==> src/rtl/huffman_encoder_if.sv <==
// Handshake bundle for the serial Huffman encoder: word input side and bit output side.
interface huffman_encoder_if #(
  parameter int unsigned row = 8,
  parameter int unsigned bw  = 4
);
  logic [row*bw-1:0] in_data;
  logic              in_valid;
  logic              in_ready;
  logic              bit_out;
  logic              bit_valid;
  logic              bit_ready;
  logic              bit_last;

  modport master (
    output in_data, in_valid, bit_ready,
    input  in_ready, bit_out, bit_valid, bit_last
  );

  modport slave (
    input  in_data, in_valid, bit_ready,
    output in_ready, bit_out, bit_valid, bit_last
  );
endinterface

==> src/rtl/huffman_encoder.sv <==
// Serializing canonical-prefix Huffman encoder for 4-bit activations.
// Emits one code bit per cycle, lane 0 first, MSB first within each code.
module huffman_encoder #(
  parameter int unsigned row    = 8,
  parameter int unsigned bw     = 4,
  parameter int unsigned cnt_bw = 16
) (
  input  logic              clk,
  input  logic              reset,
  huffman_encoder_if.slave  bus,
  output logic [cnt_bw-1:0] bits_sent,
  output logic [cnt_bw-1:0] words_sent
);

  localparam int unsigned WORD_W = row * bw;
  localparam int unsigned LANE_W = (row > 1) ? $clog2(row) : 1;

  typedef enum logic {IDLE, SHIFT} state_t;

  state_t             state, state_nxt;
  logic [WORD_W-1:0]  word;
  logic [LANE_W-1:0]  lane;
  logic [2:0]         bitidx;
  logic [3:0]         sym;
  logic [7:0]         code;
  logic [2:0]         len;
  logic               code_end;
  logic               last_bit;
  logic               bit_hs;
  logic               capture;

  always_comb sym = 4'(word >> (32'(lane) * bw));

  // Code value is right-aligned in code; len is the number of valid bits.
  always_comb begin
    code = 8'd0;
    len  = 3'd1;
    if (sym == 4'd0) begin
      code = 8'd0;
      len  = 3'd1;
    end else if (sym <= 4'd5) begin
      code = 8'(sym) + 8'd7;
      len  = 3'd4;
    end else if (sym <= 4'd7) begin
      code = 8'(sym) + 8'd20;
      len  = 3'd5;
    end else begin
      code = 8'(sym) + 8'd48;
      len  = 3'd6;
    end
  end

  assign code_end      = (bitidx == 3'(len - 3'd1));
  assign last_bit      = (state == SHIFT) && (lane == LANE_W'(row - 1)) && code_end;
  assign bus.bit_valid = (state == SHIFT);
  assign bus.bit_out   = (state == SHIFT) && code[3'(len - 3'd1 - bitidx)];
  assign bus.bit_last  = last_bit;

  always_ff @(posedge clk or posedge reset) begin
    if (reset) state <= IDLE;
    else       state <= state_nxt;
  end

  // Next state, input acceptance and datapath strobes.
  always_comb begin
    state_nxt    = state;
    bus.in_ready = 1'b0;
    capture      = 1'b0;
    bit_hs       = 1'b0;
    case (state)
      IDLE: begin
        bus.in_ready = 1'b1;
        if (bus.in_valid) begin
          capture   = 1'b1;
          state_nxt = SHIFT;
        end
      end
      SHIFT: begin
        bit_hs = bus.bit_ready;
        if (bus.bit_ready && last_bit) begin
          bus.in_ready = 1'b1;
          if (bus.in_valid) capture   = 1'b1;
          else              state_nxt = IDLE;
        end
      end
      default: state_nxt = IDLE;
    endcase
  end

  always_ff @(posedge clk or posedge reset) begin
    if (reset) begin
      word   <= '0;
      lane   <= '0;
      bitidx <= '0;
    end else if (capture) begin
      word   <= bus.in_data;
      lane   <= '0;
      bitidx <= '0;
    end else if (bit_hs) begin
      if (code_end) begin
        bitidx <= '0;
        lane   <= lane + LANE_W'(1);
      end else begin
        bitidx <= bitidx + 3'd1;
      end
    end
  end

  always_ff @(posedge clk or posedge reset) begin
    if (reset) begin
      bits_sent  <= '0;
      words_sent <= '0;
    end else begin
      if (bit_hs)             bits_sent  <= bits_sent + cnt_bw'(1);
      if (bit_hs && last_bit) words_sent <= words_sent + cnt_bw'(1);
    end
  end

endmodule

==> src/flat_wrapper.sv <==
// flat-port wrapper written by rule: the top's interface ports become plain ports
module huffman_encoder_flat 
#(
  parameter int unsigned row    = 8,
  parameter int unsigned bw     = 4,
  parameter int unsigned cnt_bw = 16
)
  (clk, reset, bits_sent, words_sent, bus_in_data, bus_in_valid, bus_bit_ready, bus_in_ready, bus_bit_out, bus_bit_valid, bus_bit_last);
  huffman_encoder_if #(.row(row), .bw(bw)) bus_i ();
  input  logic clk;
  input  logic reset;
  output logic [cnt_bw-1:0] bits_sent;
  output logic [cnt_bw-1:0] words_sent;
  input wire logic [$bits(bus_i.in_data)-1:0] bus_in_data;
  input wire logic [$bits(bus_i.in_valid)-1:0] bus_in_valid;
  input wire logic [$bits(bus_i.bit_ready)-1:0] bus_bit_ready;
  output wire logic [$bits(bus_i.in_ready)-1:0] bus_in_ready;
  output wire logic [$bits(bus_i.bit_out)-1:0] bus_bit_out;
  output wire logic [$bits(bus_i.bit_valid)-1:0] bus_bit_valid;
  output wire logic [$bits(bus_i.bit_last)-1:0] bus_bit_last;
  assign bus_i.in_data = bus_in_data;
  assign bus_i.in_valid = bus_in_valid;
  assign bus_i.bit_ready = bus_bit_ready;
  assign bus_in_ready = bus_i.in_ready;
  assign bus_bit_out = bus_i.bit_out;
  assign bus_bit_valid = bus_i.bit_valid;
  assign bus_bit_last = bus_i.bit_last;
  huffman_encoder #(.row(row), .bw(bw), .cnt_bw(cnt_bw)) u_core (.clk(clk), .reset(reset), .bus(bus_i), .bits_sent(bits_sent), .words_sent(words_sent));
endmodule
==> config.mk <==
export PLATFORM = sky130hd
export DESIGN_NAME = huffman_encoder_flat
export DESIGN_NICKNAME = d
export VERILOG_FILES = /design/src/rtl/huffman_encoder_if.sv /design/src/rtl/huffman_encoder.sv /design/src/flat_wrapper.sv
export SDC_FILE = /design/constraint.sdc
export NUM_CORES = 1
export LEC_CHECK = 0
export BUFFER_PORTS_ARGS = -buffer_cell sky130_fd_sc_hd__buf_2
export CAP_MARGIN = 5
export CORE_MARGIN = 4
export CORE_UTILIZATION = 55
export DETAILED_ROUTE_END_ITERATION = 10
export PLACE_DENSITY = 0.8
export SKIP_LAST_GASP = 1
export SLEW_MARGIN = 0
export SYNTH_ARGS = -nofsm -noshare
export SYNTH_HDL_FRONTEND = slang
export SYNTH_SLANG_ARGS = --single-unit
==> constraint.sdc <==
create_clock -name clk -period 6.22 [get_ports clk]
set_input_delay 1.244 -clock clk [delete_from_list [all_inputs] [get_ports clk]]
set_output_delay 1.244 -clock clk [all_outputs]
set_load 0.02 [all_outputs]
==> results of run 1 <==
==> layer usage <==
layer  up-vias  track usage [%]  part of all wire [%]
met5         -                0                     0
met4         0             6.90                   1.4
met1      1210             24.8                    47
met3         8             4.34                   4.0
met2        47             28.1                    48
li1       1194                -                     -
==> sequential cells by signal (all words and copies together), names as in the netlist <==
register	count
u_core.bitidx	3
u_core.lane	3
u_core.bus.bit_valid	1
u_core.bits_sent	16
u_core.word	32
u_core.words_sent	16
==> layout make-up <==
| cell class | count | share of cell area, % |
|---|---|---|
| Clock buffer | 9 | 2.90 |
| Clock inverter | 7 | 1.91 |
| Inverter | 11 | 0.968 |
| Multi-Input combinational cell | 206 | 41.6 |
| Sequential cell | 71 | 41.6 |
| Tap cell | 77 | 2.26 |
| Timing Repair Buffer | 73 | 8.68 |
==> cell usage after synthesis, drive strengths merged (6+ instances only) <==
| cell type | count |
|---|---|
| nand2 | 28 |
| nor2 | 9 |
| xnor2 | 26 |
| buf | 6 |
| ha | 15 |
| mux2 | 35 |
| inv | 11 |
| dfrtp | 71 |
| nand3 | 12 |
| and3 | 10 |
| mux4 | 6 |
| xor2 | 10 |
| mux2i | 7 |
==> metrics by stage <==
| stage | std cells | utilization [%] |
|---|---|---|
| after CTS | 454 | 66.4 |
| after detailed placement | 438 | 63.2 |
| after global routing | 454 | 66.4 |
| final | 454 | 66.4 |
| after floorplan | 297 | - |
| after global placement | 438 | 63.2 |
==> worst max-delay path, delay by kind of cell, from the launching register on <==
family | cells | cell delay [ps]
buffers and inverters | 3 | 310
multiplexers | 2 | 950
adder cells (fa/ha/maj) | 3 | 840
XOR/XNOR | 1 | 170
AO/OA/AOI/OAI | 2 | 400
AND/OR/NAND/NOR | 3 | 870
flip-flops | 1 | 720
==> worst paths after layout <==
path | startpoint | endpoint | slack (ps) | cells past startpoint
max in group asynchronous | reset | u_core.word[6] | 4510 | 3
worst max-delay path | u_core.lane[0] | bus_bit_out | 360 | 14
worst max register to register | u_core.lane[0] | u_core.word[15] | 1390 | 16
min in group asynchronous | reset | u_core.bits_sent[13] | 1150 | 3
worst min-delay path | u_core.bits_sent[15] | u_core.bits_sent[15] | 470 | 1
worst min register to register | u_core.bits_sent[15] | u_core.bits_sent[15] | 470 | 1
==> cell families (layout without fill, tap and decap cells) <==
logic type | Yosys count | in the layout | synth area share [%]
XOR/XNOR | 36 | 36 | 8.57
multiplexers | 48 | 48 | 17.0
AO/OA/AOI/OAI | 17 | 17 | 3.30
AND/OR/NAND/NOR | 89 | 89 | 13.8
adder cells (fa/ha/maj) | 16 | 16 | 5.64
flip-flops | 71 | 71 | 48.3
buffers and inverters | 20 | 100 | 3.43
==> power breakdown <==
group / switching, mW / internal (mW) / total, mW
registers: 0.0980 / 0.537 / 0.635
logic: 0.414 / 0.334 / 0.748
clock network: 0.188 / 0.191 / 0.378
total: 0.699 / 1.06 / 1.76
==> impl_metrics.prom, run 1 <==
# TYPE chip_impl_metric gauge
chip_impl_metric{name="routed-via-count",unit=""} 2459
chip_impl_metric{name="synth_fp_nets",unit=""} 349
chip_impl_metric{name="worstSkewPairLatency",unit="ps"} 350
chip_impl_metric{name="drv_slew",unit=""} 0
chip_impl_metric{name="routed_wire_length",unit="µm"} 6910
chip_impl_metric{name="hold_violations",unit=""} 0
chip_impl_metric{name="cp_data_required_time",unit="ps"} 4980
chip_impl_metric{name="tritoncts.num_buffers",unit=""} 9
chip_impl_metric{name="cts_max_level",unit=""} 3
chip_impl_metric{name="detail_route.iter0.violations",unit=""} 74
chip_impl_metric{name="cts-root-to-sink-buffers",unit=""} 2
chip_impl_metric{name="timing.clock.skew",unit="ps"} 17.2
chip_impl_metric{name="worst_margin_slew",unit="ps"} 869
chip_impl_metric{name="initial_utilization",unit="%"} 57.3
chip_impl_metric{name="synth.yosys.warnings",unit=""} 0
chip_impl_metric{name="postCtsHoldBufs",unit=""} 0
chip_impl_metric{name="grt_antenna_before_repair",unit=""} 0
chip_impl_metric{name="worst_ep_arrival_time",unit="ps"} 4620
chip_impl_info{name="timing.critical_path.from_type",value="flop"} 1
chip_impl_metric{name="synth_async_sr_flop_share",unit="%"} 100
chip_impl_metric{name="areaGrowthSynthToFinish",unit="%"} 15.9
chip_impl_metric{name="io-pin-count",unit=""} 72
chip_impl_metric{name="fillers",unit=""} 506
chip_impl_info{name="critical_path_class",value="flop to output port"} 1
chip_impl_metric{name="highest_cell_delay_on_the_worst_timing_path",unit="ps"} 720
chip_impl_metric{name="fin_nets",unit=""} 424
chip_impl_metric{name="ys_seq_elements",unit=""} 71
chip_impl_metric{name="drt.antenna.violating_nets",unit=""} 0
chip_impl_info{name="setup.worst_path.end_class",value="output port"} 1
chip_impl_metric{name="mappedNetlistArea",unit="mm²"} 0.00368
chip_impl_metric{name="cell_area_after_layout",unit="mm²"} 0.00427
chip_impl_info{name="netlist_top_cells_area",value="dfrtp_1 (48%), mux2_2 (11%), xnor2_1 (6.2%), ha_1 (5.1%), mux4_1 (4.3%)"} 1
chip_impl_metric{name="p_per_area",unit="mW/mm²"} 413
chip_impl_metric{name="place.port_buffers",unit=""} 71
chip_impl_info{name="cts-root-buf",value="clkbuf_8"} 1
chip_impl_metric{name="slew_headroom",unit="%"} 42.1
chip_impl_metric{name="antennaDiodeCount",unit=""} 0
chip_impl_metric{name="clock_pin_transition_on_the_worst_setup_and_hold_timing_paths",unit="ps"} 90
chip_impl_metric{name="postCtsResizedCells",unit=""} 0
chip_impl_metric{name="vdd_drop_max",unit="V"} 0.000230
chip_impl_info{name="cp_cell_sequence",value="mux4_1 > mux2i_1 > ha_1 > and2b_2 > nor3b_1 > a21o_1 > inv_1 > ha_1 > inv_1 > fa_1 > xnor2_1 > or3b_2 > o221ai_1 > buf_2"} 1
chip_impl_metric{name="cts.repair_timing.setup_buffer_count",unit=""} 0
chip_impl_metric{name="report.power.total",unit="mW"} 1.76
chip_impl_info{name="rsz0062_at_grt",value="false"} 1
chip_impl_metric{name="vias_per_cell",unit=""} 5.42
chip_impl_metric{name="chip_height",unit="µm"} 89.8
chip_impl_metric{name="leakage",unit="nW"} 2.27
chip_impl_metric{name="setup_tns",unit="ps"} 0
chip_impl_metric{name="synth_largest_type_area_fraction",unit="%"} 48.3
chip_impl_metric{name="synth_sequential_area_ratio",unit="%"} 48.3
chip_impl_info{name="critPathSlowestCell",value="dfrtp_1"} 1
chip_impl_metric{name="drc_errors",unit=""} 0
chip_impl_metric{name="detailed_place_hpwl",unit="µm"} 5020
chip_impl_metric{name="grt.overflow.total",unit=""} 0
chip_impl_metric{name="multi_input_area",unit="mm²"} 0.00178
chip_impl_metric{name="detailed_place.area",unit="mm²"} 0.00406
chip_impl_metric{name="grt_first_pass_wirelength",unit="µm"} 11900
chip_impl_metric{name="die-area",unit="mm²"} 0.00806
chip_impl_info{name="synth_top_area_cell",value="dfrtp_1"} 1
chip_impl_metric{name="setup_slack",unit="ps"} 358
chip_impl_metric{name="max_cap_viol_count",unit=""} 0
chip_impl_metric{name="gpl.final_weighted_congestion",unit=""} 0.776
chip_impl_info{name="synth_ff_type",value="dfrtp_1"} 1
chip_impl_info{name="mostFrequentLayoutCells",value="buf_2 (71), dfrtp_1 (71), mux2_2 (35)"} 1
chip_impl_metric{name="clock_sinks",unit=""} 71
chip_impl_metric{name="timing.fmax",unit="GHz"} 0.171
chip_impl_metric{name="final.hold.worst_slack",unit="ps"} 472
chip_impl_metric{name="pin_count_of_the_biggest_net_entering_global_routing",unit=""} 72
chip_impl_metric{name="design.core.area",unit="mm²"} 0.00642
chip_impl_metric{name="final-seq-area",unit="mm²"} 0.00178
chip_impl_metric{name="fp.dieW",unit="µm"} 89.8
chip_impl_metric{name="track_usage",unit="%"} 18.1
chip_impl_metric{name="grt_pass1_vias",unit=""} 2512
chip_impl_metric{name="detail_route.first_pass.iterations",unit=""} 4
chip_impl_metric{name="fin_crit",unit="ps"} 5860
chip_impl_info{name="hold_path.class",value="flop to flop"} 1
chip_impl_metric{name="synth_enable_flop_cells",unit=""} 0
chip_impl_metric{name="cp_max_fo",unit=""} 14
chip_impl_metric{name="report.final.setup_viol",unit=""} 0
chip_impl_metric{name="dp_worst_setup_slack",unit="ps"} 729
chip_impl_metric{name="std_cell_rows",unit=""} 29
chip_impl_metric{name="synthesis.instances",unit=""} 297
chip_impl_metric{name="final_layout_size_suffix_gt1_share",unit="%"} 36.1
chip_impl_metric{name="synthDistinctLibCells",unit=""} 47
chip_impl_info{name="tritoncts",value="built"} 1
chip_impl_metric{name="detail_route.wl_per_cell",unit="µm"} 15.2
chip_impl_info{name="run_status",value="finished, final reports clean"} 1
chip_impl_metric{name="avgSynthCellArea",unit="µm²"} 12.4
chip_impl_metric{name="layout_worst_path_cycle_share",unit="%"} 94.3
Power figures use the tool's default switching activity.
==> inputs of run 2 (changes only) <==
Settings changed: BUFFER_PORTS_ARGS -buffer_cell sky130_fd_sc_hd__buf_2 to unset, CORE_UTILIZATION 55 to 60, CTS_CLUSTER_SIZE set to 16, DONT_BUFFER_PORTS set to 1, PLACE_DENSITY 0.8 to 0.76.
==> run 2 against run 1 <==
- cell area is 7.6% lower
- wire length is 3.8% lower
- count of clock-buffer cells in the layout is 1 higher
- non-clock buffer count is 70 lower
- sequential share of layout area is 3.5 points higher
- clock skew is 1.6 ps lower
- sequential power is 4.9% higher
- register-to-register slack better by 170 ps
- fmax is 2.0% higher
- die area is 7.6% lower
- clock power is 11% higher
- core utilization is 0.16 points higher
==> impl_metrics.prom, run 2 (synthesis results as in run 1) <==
# TYPE chip_impl_metric gauge
chip_impl_metric{name="finalNonFillerCells",unit=""} 382
chip_impl_info{name="top_regs",value="u_core.word (32), u_core.bits_sent (16), u_core.words_sent (16)"} 1
chip_impl_metric{name="p_per_area",unit="mW/mm²"} 446
chip_impl_metric{name="cts.repair_timing.setup_buffer_count",unit=""} 0
chip_impl_metric{name="layout_worst_path_cycle_share",unit="%"} 92.4
chip_impl_metric{name="final.hold.worst_slack",unit="ps"} 505
chip_impl_metric{name="place.port_buffers",unit=""} 0
chip_impl_metric{name="chip_height",unit="µm"} 86.3
chip_impl_info{name="critical_path.reg2reg.endpoint",value="u_core.word[6]"} 1
chip_impl_metric{name="drv_slew",unit=""} 0
chip_impl_metric{name="cp_data_required_time",unit="ps"} 4980
chip_impl_metric{name="timing.fmax",unit="GHz"} 0.174
chip_impl_metric{name="die-area",unit="mm²"} 0.00745
chip_impl_metric{name="setup_slack",unit="ps"} 471
chip_impl_metric{name="grt_first_pass_wirelength",unit="µm"} 11300
chip_impl_metric{name="leakage",unit="nW"} 1.95
chip_impl_info{name="cp_cell_sequence",value="mux2_2 > nor3b_1 > nor4_4 > inv_1 > ha_1 > and2b_2 > nor3b_1 > a21o_1 > inv_1 > ha_1 > inv_1 > fa_1 > xnor2_1 > or3b_2 > o221ai_1"} 1
chip_impl_info{name="holdPathEnd",value="u_core.word[26]"} 1
chip_impl_metric{name="io-pin-count",unit=""} 72
chip_impl_metric{name="holdPathStages",unit=""} 1
chip_impl_metric{name="pin_count_of_the_biggest_net_entering_global_routing",unit=""} 46
chip_impl_metric{name="fp.dieW",unit="µm"} 86.3
chip_impl_metric{name="worst_reg2reg_setup_slack",unit="ps"} 1560
chip_impl_info{name="run_status",value="finished, final reports clean"} 1
chip_impl_metric{name="vdd_drop_max",unit="V"} 0.000357
chip_impl_metric{name="postCtsHoldBufs",unit=""} 0
chip_impl_metric{name="slew_headroom",unit="%"} 63.0
chip_impl_metric{name="largest_register_ffs",unit=""} 32
chip_impl_metric{name="worstRegToRegCells",unit=""} 17
chip_impl_info{name="timing.critical_path.from_type",value="flop"} 1
chip_impl_metric{name="dp_worst_setup_slack",unit="ps"} 645
chip_impl_metric{name="vias_per_cell",unit=""} 5.80
chip_impl_metric{name="detailed_place_hpwl",unit="µm"} 4860
chip_impl_info{name="critical_path_class",value="flop to output port"} 1
chip_impl_info{name="regToRegStartpoint",value="u_core.lane[0]"} 1
chip_impl_metric{name="hold_violations",unit=""} 0
chip_impl_metric{name="highest_cell_delay_on_the_worst_timing_path",unit="ps"} 560
chip_impl_metric{name="track_usage",unit="%"} 19.4
chip_impl_info{name="setup.worst_path.end_class",value="output port"} 1
chip_impl_metric{name="detail_route.wl_per_cell",unit="µm"} 17.4
chip_impl_metric{name="drc_errors",unit=""} 0
chip_impl_metric{name="report.final.setup_viol",unit=""} 0
chip_impl_metric{name="clock_pin_transition_on_the_worst_setup_and_hold_timing_paths",unit="ps"} 70
chip_impl_metric{name="setup_tns",unit="ps"} 0
chip_impl_metric{name="design.core.area",unit="mm²"} 0.00592
chip_impl_metric{name="cts_max_level",unit=""} 3
chip_impl_metric{name="routed_wire_length",unit="µm"} 6640
chip_impl_info{name="critPathSlowestCell",value="dfrtp_2"} 1
chip_impl_metric{name="gpl.final_weighted_congestion",unit=""} 0.792
chip_impl_metric{name="routed-via-count",unit=""} 2215
chip_impl_info{name="path_common_cell",value="inv_1"} 1
chip_impl_metric{name="initial_utilization",unit="%"} 62.2
chip_impl_metric{name="detail_route.iter0.violations",unit=""} 57
chip_impl_info{name="mostFrequentLayoutCells",value="dfrtp_1 (70), mux2_2 (35), nand2_1 (28)"} 1
chip_impl_info{name="cts-root-buf",value="clkbuf_8"} 1
chip_impl_metric{name="grt.overflow.total",unit=""} 0
chip_impl_metric{name="detail_route.first_pass.iterations",unit=""} 4
chip_impl_metric{name="final_layout_size_suffix_gt1_share",unit="%"} 21.8
chip_impl_metric{name="antennaDiodeCount",unit=""} 0
chip_impl_metric{name="fin_nets",unit=""} 354
chip_impl_metric{name="areaGrowthSynthToFinish",unit="%"} 7.14
chip_impl_metric{name="worstSkewPairLatency",unit="ps"} 350
chip_impl_metric{name="fillers",unit=""} 435
chip_impl_info{name="tritoncts",value="built"} 1
chip_impl_metric{name="worst_ep_arrival_time",unit="ps"} 4500
chip_impl_metric{name="timing.clock.skew",unit="ps"} 15.6
chip_impl_metric{name="clock_sinks",unit=""} 71
chip_impl_metric{name="tritoncts.num_buffers",unit=""} 9
chip_impl_metric{name="std_cell_rows",unit=""} 28
chip_impl_metric{name="worst_margin_slew",unit="ps"} 555
chip_impl_metric{name="cts-root-to-sink-buffers",unit=""} 2
chip_impl_metric{name="fin_crit",unit="ps"} 5750
chip_impl_info{name="layout.cells.most_common",value="dfrtp_1"} 1
chip_impl_metric{name="dp_cells",unit=""} 366
chip_impl_metric{name="drt.antenna.violating_nets",unit=""} 0
chip_impl_info{name="hold_path_startpoint",value="u_core.word[26]"} 1
chip_impl_info{name="largest-register",value="u_core.word"} 1
chip_impl_info{name="hold_path.class",value="flop to flop"} 1
chip_impl_metric{name="grt_antenna_before_repair",unit=""} 0
chip_impl_metric{name="report.power.total",unit="mW"} 1.76
chip_impl_info{name="rsz0062_at_grt",value="false"} 1
chip_impl_metric{name="grt_pass1_vias",unit=""} 2334
chip_impl_metric{name="max_cap_viol_count",unit=""} 0
chip_impl_metric{name="cp_max_fo",unit=""} 14
## run 2: layer usage
metal / vias up / track usage, % / wire length [µm]
met2: 47 / 30.8 / 3270
met5: - / 0 / 0
li1: 1059 / - / -
met1: 1097 / 24.4 / 2900
met3: 12 / 6.56 / 339
met4: 0 / 8.07 / 136
## run 2: timing repair
item	CTS	global route
hold endpoints to repair	0	0
gates resized for setup	0	1
setup endpoints to repair	0	1
## run 2: worst max-delay path by stage
stage | start | to | slack (ps)
6_report | u_core.lane[0] | bus_bit_out | 470
4_1_cts | u_core.lane[0] | bus_bit_out | 250
2_1_floorplan | u_core.lane[0] | bus_bit_out | 1110
3_5_place_dp | u_core.lane[0] | bus_bit_out | 650
3_3_place_gp | u_core.lane[0] | bus_bit_out | 780
5_1_grt | u_core.lane[0] | bus_bit_out | 160
## run 2: layout make-up
type	count	area (µm²)	share of cell area [%]
inverters	11	41.3	1.05
flip-flops and latches	71	1780	45.1
well taps	75	93.8	2.38
multi-input cells	206	1780	45.1
clock buffers	10	138	3.49
repair buffers	3	22.5	0.571
clock inverters	6	92.6	2.35
## run 2: per-stage QoR
step                      util [%]  instance area [µm²]
final                         66.6                 3940
after global routing          66.6                 3940
after CTS                     66.6                 3940
after detailed placement      62.7                 3710
after global placement        62.7                 3710
after floorplan                  -                 3680
## run 2: where the power goes
part / leakage, nW / switching (mW) / total (mW) / internal [mW]
clock: 0.109 / 0.179 / 0.418 / 0.239
combinational: 0.877 / 0.369 / 0.673 / 0.304
sequential: 0.962 / 0.130 / 0.666 / 0.537
total: 1.95 / 0.678 / 1.76 / 1.08
## run 2: critical path: cells and delay by family, from the launching register on
family | cells | cell delay, ps
DFF | 1 | 560
AOI/OAI and AO/OA | 2 | 600
buffers and inverters | 3 | 240
adders and majority gates | 3 | 850
xor gates and xnor gates | 1 | 160
muxes | 1 | 370
and+or+nand+nor | 5 | 1390
